--- config.mk ---
export PLATFORM = sky130hd
export DESIGN_NAME = result_drain
export DESIGN_NICKNAME = d
export VERILOG_FILES = /design/src/rtl/result_drain.sv
export SDC_FILE = /design/constraint.sdc
export NUM_CORES = 1
export LEC_CHECK = 0
export CAP_MARGIN = 30
export CORE_UTILIZATION = 42
export CTS_BUF_LIST = sky130_fd_sc_hd__clkbuf_8
export CTS_CLUSTER_DIAMETER = 50
export CTS_CLUSTER_SIZE = 30
export DETAILED_ROUTE_END_ITERATION = 6
export DONT_BUFFER_PORTS = 1
export SLEW_MARGIN = 20
export SYNTH_ARGS = -nofsm -noshare
export SYNTH_HDL_FRONTEND = slang
export SYNTH_SLANG_ARGS = --single-unit
--- constraint.sdc ---
create_clock -name clk -period 2.8 [get_ports clk]
set_input_delay 0.56 -clock clk [delete_from_list [all_inputs] [get_ports clk]]
set_output_delay 0.56 -clock clk [all_outputs]
set_load 0.005 [all_outputs]
--- src/rtl/result_drain.sv ---
// result_drain: pulls cfg_count words from the CNN result buffer into a FWFT FIFO.
// Optional RESULT_DRAIN_RELU_EN clamps negative words to zero on push.
module result_drain #(
  parameter int RESULT_BUFFER_WIDTH = 16,
  parameter int OUT_FIFO_DEPTH      = 4,
  parameter int COUNT_WIDTH         = 8
) (
  input  logic                           clk,
  input  logic                           reset,
  input  logic                           start,
  input  logic [COUNT_WIDTH-1:0]         cfg_count,
  output logic                           busy,
  output logic                           done,
  input  logic [RESULT_BUFFER_WIDTH-1:0] result_buffer_out,
  input  logic                           result_buffer_empty,
  input  logic                           result_buffer_valid,
  output logic                           result_buffer_read_enable,
  output logic [RESULT_BUFFER_WIDTH-1:0] out_data,
  output logic                           out_valid,
  input  logic                           out_ready
);

  localparam int AW = $clog2(OUT_FIFO_DEPTH);
  localparam int OW = AW + 1;

  typedef enum logic [2:0] {
    IDLE,
    WAIT,
    REQ,
    GAP,
    FIN
  } state_t;

  state_t state, state_nxt;

  logic [COUNT_WIDTH-1:0]         word_cnt;
  logic [COUNT_WIDTH-1:0]         cnt_lat;
  logic [AW-1:0]                  wr_ptr;
  logic [AW-1:0]                  rd_ptr;
  logic [OW-1:0]                  occ;
  logic [RESULT_BUFFER_WIDTH-1:0] mem [OUT_FIFO_DEPTH];
  logic [RESULT_BUFFER_WIDTH-1:0] push_data;
  logic                           push;
  logic                           pop;
  logic                           room;

  // Room is judged on registered occupancy only; a same-cycle pop never helps.
  assign room = occ < OW'(OUT_FIFO_DEPTH);
  assign push = (state == REQ) && result_buffer_valid;
  assign pop  = out_valid && out_ready;

  assign out_valid = (occ != '0);
  assign out_data  = out_valid ? mem[rd_ptr] : '0;

  assign busy = (state == WAIT) || (state == REQ) || (state == GAP);
  assign done = (state == FIN);
  assign result_buffer_read_enable = (state == REQ);

`ifdef RESULT_DRAIN_RELU_EN
  assign push_data = result_buffer_out[RESULT_BUFFER_WIDTH-1] ?
                     '0 : result_buffer_out;
`else
  assign push_data = result_buffer_out;
`endif

  always_comb begin
    state_nxt = state;
    unique case (state)
      IDLE: if (start) state_nxt = WAIT;
      WAIT: begin
        if (word_cnt == cnt_lat)
          state_nxt = FIN;
        else if (!result_buffer_empty && room)
          state_nxt = REQ;
      end
      REQ:  if (result_buffer_valid) state_nxt = GAP;
      GAP:  state_nxt = WAIT;
      FIN:  state_nxt = IDLE;
      default: state_nxt = IDLE;
    endcase
  end

  always_ff @(posedge clk or negedge reset) begin
    if (!reset) begin
      state    <= IDLE;
      word_cnt <= '0;
      cnt_lat  <= '0;
    end else begin
      state <= state_nxt;
      if (state == IDLE && start) begin
        cnt_lat  <= cfg_count;
        word_cnt <= '0;
      end else if (push) begin
        word_cnt <= word_cnt + 1'b1;
      end
    end
  end

  always_ff @(posedge clk or negedge reset) begin
    if (!reset) begin
      wr_ptr <= '0;
      rd_ptr <= '0;
      occ    <= '0;
    end else begin
      if (push) wr_ptr <= wr_ptr + 1'b1;
      if (pop)  rd_ptr <= rd_ptr + 1'b1;
      unique case ({push, pop})
        2'b10:   occ <= occ + 1'b1;
        2'b01:   occ <= occ - 1'b1;
        default: occ <= occ;
      endcase
    end
  end

  always_ff @(posedge clk) begin
    if (push) mem[wr_ptr] <= push_data;
  end

endmodule
==> flow_metrics.tcl, run 1 <==
set metrics [dict create \
    vdd_drop_max_mv 0.266 \
    min-delay-start "result_buffer_out[14]" \
    crit_required_ns 2.24 \
    holdBufCountCts 2 \
    worstHoldPathCells 0 \
    slowest_stage "dfrtp_1" \
    dr.first_iter.drc_count 62 \
    powerDensity_nw_per_um2 875 \
    n_antenna_cell 0 \
    drv_cap 0 \
    rsz0062_at_grt "false" \
    crit_arrival_ns 1.85 \
    r2r_end "occ[2]$_DFFE_PN0P_" \
    drt-wirelength-per-cell_um 18.1 \
    crit_fanout 14 \
    worst-r2r-setup-slack_ns 0.72 \
    ant_nets 0 \
    grt_max_degree 27 \
    antenna_found_initial 0 \
    drive_gt1_share_pct 21.8 \
    critical-path-max-stage-delay_ns 0.56 \
    hp-class "input port to flop" \
    grt_overflow 0 \
    die_h_um 97.1 \
    dp_hpwl_mm 3.99 \
    preCtsSetupSlack_ns 0.698 \
    skew_ns 0.0104 \
    period_share_pct 86.2 \
    path_class "flop to output port" \
    grt_pass1_vias 1774 \
    fin_tns_setup_ns 0 \
    yosysMostFrequentCell "edfxtp_1" \
    synth_top_area_share_pct 50.6 \
    synth_common_cells "edfxtp_1 (64), dfrtp_1 (26), and2_1 (21), mux4_2 (16), xnor2_1 (12)" \
    async_flop_share_pct 28.9 \
    period_needed_ns 2.41 \
    max_slew_margin_pct 49.0 \
    die-area_um2 9420 \
    status "finished, final reports clean" \
    cp_top_family "flip-flops" \
    gp_congestion 0.693 \
    grt_usage_pct 14.4 \
    whs_ns 0.288 \
    yosys_warnings 0 \
    num_rows 34 \
    cts_tree "done" \
    fmax_mhz 414 \
    syn-num-nets 259 \
    layout_setup_ws_ns 0.385 \
    route.detailed.drc 0 \
    worstPathCellList "buf_12, mux4_2, and2_1" \
    fin_cells 346 \
    synth-seq-area-share_pct 67.8 \
    clkSinkCount 90 \
    start_util_pct 43.5 \
    ios 50 \
    ys.flop_type "edfxtp_1" \
    cts-buffers-inserted 9 \
    syn_inst 222 \
    dp.cells 328 \
    syn-cell-area_um2 3800 \
    cp-start-kind "flop" \
    r2r_start "state[2]$_DFFE_PN0P_" \
    synth_cell_types 35 \
    cts.clk_slew.worst_paths_ns 0.09 \
    clk_path_buf_depth 2 \
    synth_area_leaders "edfxtp_1 (51%), dfrtp_1 (17%), mux4_2 (9.5%)" \
    syn_to_final_growth_pct 9.43 \
    dr.pass1.iters 4 \
    finalPower_mw 3.63 \
    cts.root.buffer_cell "clkbuf_8" \
    cts_max_level 3 \
    grt_first_pass_wirelength_mm 10.1 \
    post_cts_buffers 0 \
    syn_area_per_cell_um2 17.1 \
    hold_viol_final 0 \
    avgViaCountPerCell 5.17 \
    cp_num_cells 3 \
    core_um2 8720 \
    cp-end-kind "output port" \
    port-buffer-count 0 \
    power_leakage_nw 1.48 \
    final_max_slew_viol_count 0 \
    clock_latency_ns 0.36 \
    path_buf_inv 1 \
    tightest_slew_ns 0.762 \
    routed_wl_mm 6.25 \
    r2r_cells 8 \
    synth_edf_count 64 \
    die_x_um 97.1 \
    yosysTopAreaCell "edfxtp_1" \
    final-setup-viol-count 0 \
    fin_nets 270 \
    ys_seq_elements 90 \
    vias 1790 \
    post_cts_resized 0 \
    fill_cells 736 \
    min_to "mem[0][14]$_DFFE_PP_" \
]
## state kept, by name (all words and copies together) (netlist names)
signal	count
wr_ptr	2
rd_ptr	2
mem	64
word_cnt	8
state	3
occ	3
cnt_lat	8
## how the worst max path moves through the flow
| stage | start | endpoint | slack, ns |
|---|---|---|---|
| 6_report | rd_ptr[0]$_DFFE_PN0P_ | out_data[12] | 0.39 |
| 2_1_floorplan | result_buffer_valid | occ[2]$_DFFE_PN0P_ | 0.68 |
| 4_1_cts | rd_ptr[0]$_DFFE_PN0P_ | out_data[12] | 0.33 |
| 3_3_place_gp | rd_ptr[0]$_DFFE_PN0P_ | out_data[1] | 0.73 |
| 3_5_place_dp | result_buffer_valid | occ[2]$_DFFE_PN0P_ | 0.70 |
| 5_1_grt | rd_ptr[0]$_DFFE_PN0P_ | out_data[12] | 0.25 |
## metrics by stage
stage               area [um^2]  utilization [%]
floorplan                  3800                -
global placement           3930             45.0
detailed placement         3930             45.0
CTS                        4150             47.6
global route               4150             47.6
finish                     4150             47.6
## cell families (layout without fill, tap and decap cells)
logic type	count (synthesis)	after routing	share of synthesized area (%)
XOR/XNOR	21	21	4.85
flip-flops	90	90	67.8
adder cells (fa/ha/maj)	7	7	2.50
buffers and inverters	16	32	2.67
AO/OA/AOI/OAI	4	4	0.659
multiplexers	25	25	12.3
AND/OR/NAND/NOR	59	59	9.23
## layer usage
layer	wire length, um	share of wire (%)	global-route usage, %	vias to the layer above
li1	-	-	-	836
met3	321	5.1	4.96	8
met4	82	1.3	6.89	0
met5	0	0	0	-
met1	2930	47	18.9	911
met2	2910	47	21.3	35
## cells in the final DEF, fill, tap and decap left out, types with 2 or more instances in the layout
cell	count
nand3_1	2
xnor2_1	12
dfrtp_1	26
inv_1	5
ha_1	6
mux4_2	16
edfxtp_1	64
and3_1	2
buf_4	7
nand2b_1	2
nand4_1	4
nor2_1	11
mux2_4	2
nor4_1	2
clkbuf_8	9
nor3_1	2
xor2_1	9
buf_12	2
and2_1	21
mux2_2	6
inv_6	2
nand2_1	6
## where the power goes
part	total (mW)	switching, mW	internal [mW]
sequential	1.75	0.158	1.59
clock	0.893	0.473	0.420
combinational	0.991	0.438	0.552
total	3.63	1.07	2.56
## cell type report
cell class	instances	area, um^2	share of cell area (%)
flip-flops and latches	90	2570	61.9
multi-input cells	116	1120	27.0
well taps	108	135	3.25
clock buffers	9	124	2.98
repair buffers	10	103	2.47
clock inverters	7	75.1	1.81
inverters	6	22.5	0.542
(Power assumes the default switching activity.)
==> inputs of run 2 (changes only) <==
GPL_TIMING_DRIVEN = 0   (was default)
==> flow_metrics.tcl, run 2 (synthesis results as in run 1) <==
set metrics [dict create \
    fin_tns_setup_ns 0 \
    dp_hpwl_mm 3.91 \
    cp-end-kind "output port" \
    grt.busiest_layer "met2" \
    avgViaCountPerCell 5.13 \
    clock_latency_ns 0.36 \
    period_share_pct 86.6 \
    reg.largest.list "mem (64), cnt_lat (8), word_cnt (8)" \
    r2r_cells 5 \
    cts-buffers-inserted 9 \
    routed_wl_mm 6.15 \
    ios 50 \
    vias 1786 \
    top_register "mem" \
    drt-wirelength-per-cell_um 17.7 \
    crit_path_end "out_data[10]" \
    cts_max_level 3 \
    whs_ns 0.292 \
    rsz0062_at_grt "false" \
    max_slew_margin_pct 41.0 \
    fin_nets 272 \
    r2r_start "state[2]$_DFFE_PN0P_" \
    power_leakage_nw 1.48 \
    final_common_cell "edfxtp_1" \
    die-area_um2 9420 \
    crit_arrival_ns 1.86 \
    met2_usage_pct 22.8 \
    cts.root.buffer_cell "clkbuf_8" \
    syn_to_final_growth_pct 9.59 \
    final_cell_mix "edfxtp_1 (64), dfrtp_1 (26), and2_1 (21)" \
    clkSinkCount 90 \
    hp-class "input port to flop" \
    fmax_mhz 412 \
    worst-r2r-setup-slack_ns 0.59 \
    post_cts_buffers 0 \
    grt_pass1_vias 1888 \
    die_x_um 97.1 \
    final_max_slew_viol_count 0 \
    num_rows 34 \
    ant_nets 0 \
    fill_cells 743 \
    drv_cap 0 \
    drive_gt1_share_pct 22.1 \
    cp-start-kind "flop" \
    grt_overflow 0 \
    die_h_um 97.1 \
    n_antenna_cell 0 \
    status "finished, final reports clean" \
    clk_path_buf_depth 2 \
    largest_reg_flops 64 \
    skew_ns 0.0103 \
    path_class "flop to output port" \
    dr.pass1.iters 5 \
    met3_usage_pct 5.61 \
    route.detailed.drc 0 \
    start_util_pct 43.5 \
    port-buffer-count 0 \
    fin_util_pct 47.7 \
    finalPower_mw 3.62 \
    post_cts_resized 0 \
    vdd_drop_max_mv 0.340 \
    core_um2 8720 \
    critPathLaunch "occ[2]$_DFFE_PN0P_" \
    crit_fanout 10 \
    final_cell_area_um2 4160 \
    antenna_found_initial 0 \
    gp_congestion 0.732 \
    grt_max_degree 27 \
    cts.clk_slew.worst_paths_ns 0.09 \
    crit_required_ns 2.24 \
    cts_tree "done" \
    r2r_end "mem[1][3]$_DFFE_PP_" \
    final-setup-viol-count 0 \
    placed_area_um2 3930 \
    period_needed_ns 2.42 \
    dr.first_iter.drc_count 75 \
    powerDensity_nw_per_um2 871 \
    grt_first_pass_wirelength_mm 10.1 \
    tightest_slew_ns 0.884 \
    hold_viol_final 0 \
    groute.layer.met1.usage_pct 17.9 \
    grt_usage_pct 14.5 \
]
## run 2: cell types whose count changed in the layout (fill, tap and decap cells not counted), moves of 2 or more
cell      change
buf_6         +5
buf_2         +3
buf_4         -7
clkbuf_1      +2
clkinv_4      +2
## run 2: where the power goes
group          leakage, nW  total, mW  internal [mW]  switching (mW)
logic                0.480       1.03          0.554           0.479
clock network        0.104      0.883          0.419           0.464
registers            0.900       1.71           1.59           0.115
## run 2: worst min-delay path by stage
stage,start,end,slack [ns],cells past startpoint
floorplan,reset,cnt_lat[0]$_DFFE_PN0P_,0.26,0
global placement,reset,state[0]$_DFFE_PN0P_,0.26,0
detailed placement,reset,state[0]$_DFFE_PN0P_,0.27,0
CTS,result_buffer_out[7],mem[0][7]$_DFFE_PP_,0.28,0
global route,result_buffer_out[7],mem[0][7]$_DFFE_PP_,0.26,0
finish,result_buffer_out[13],mem[2][13]$_DFFE_PP_,0.29,0
## run 2: critical path, stage by stage, from the launching register on
cell and delay, ns:
dfrtp_1 0.41, or3_1 0.37, clkbuf_1 0.21, clkbuf_1 0.28, and2_1 0.25
## run 2: layout make-up
class	count	area (um^2)	share of cell area (%)
Timing Repair Buffer	2	30.0	0.722
Sequential cell	90	2570	61.8
Tap cell	108	135	3.25
Clock inverter	7	75.1	1.80
Buffer	10	78.8	1.89
Clock buffer	9	124	2.98
Multi-Input combinational cell	116	1120	27.0
Inverter	6	22.5	0.541
## run 2: through the flow
step / std cells / worst slack (ns)
floorplan: 222 / 0.676
global placement: 330 / 0.535
detailed placement: 330 / 0.526
CTS: 348 / 0.307
global route: 348 / 0.219
finish: 348 / 0.375
## run 2: per-layer routing
layer | share of wire [%] | wire [um]
met2 | 49 | 3020
met4 | 1.9 | 119
met3 | 6.3 | 388
met5 | 0 | 0
met1 | 43 | 2630
## run 2: timing repair
| item | 4_1_cts | 5_1_grt |
|---|---|---|
| endpoints found under the setup margin | 0 | 0 |
| hold endpoints to repair | 26 | 0 |
| hold buffers | 2 | 0 |
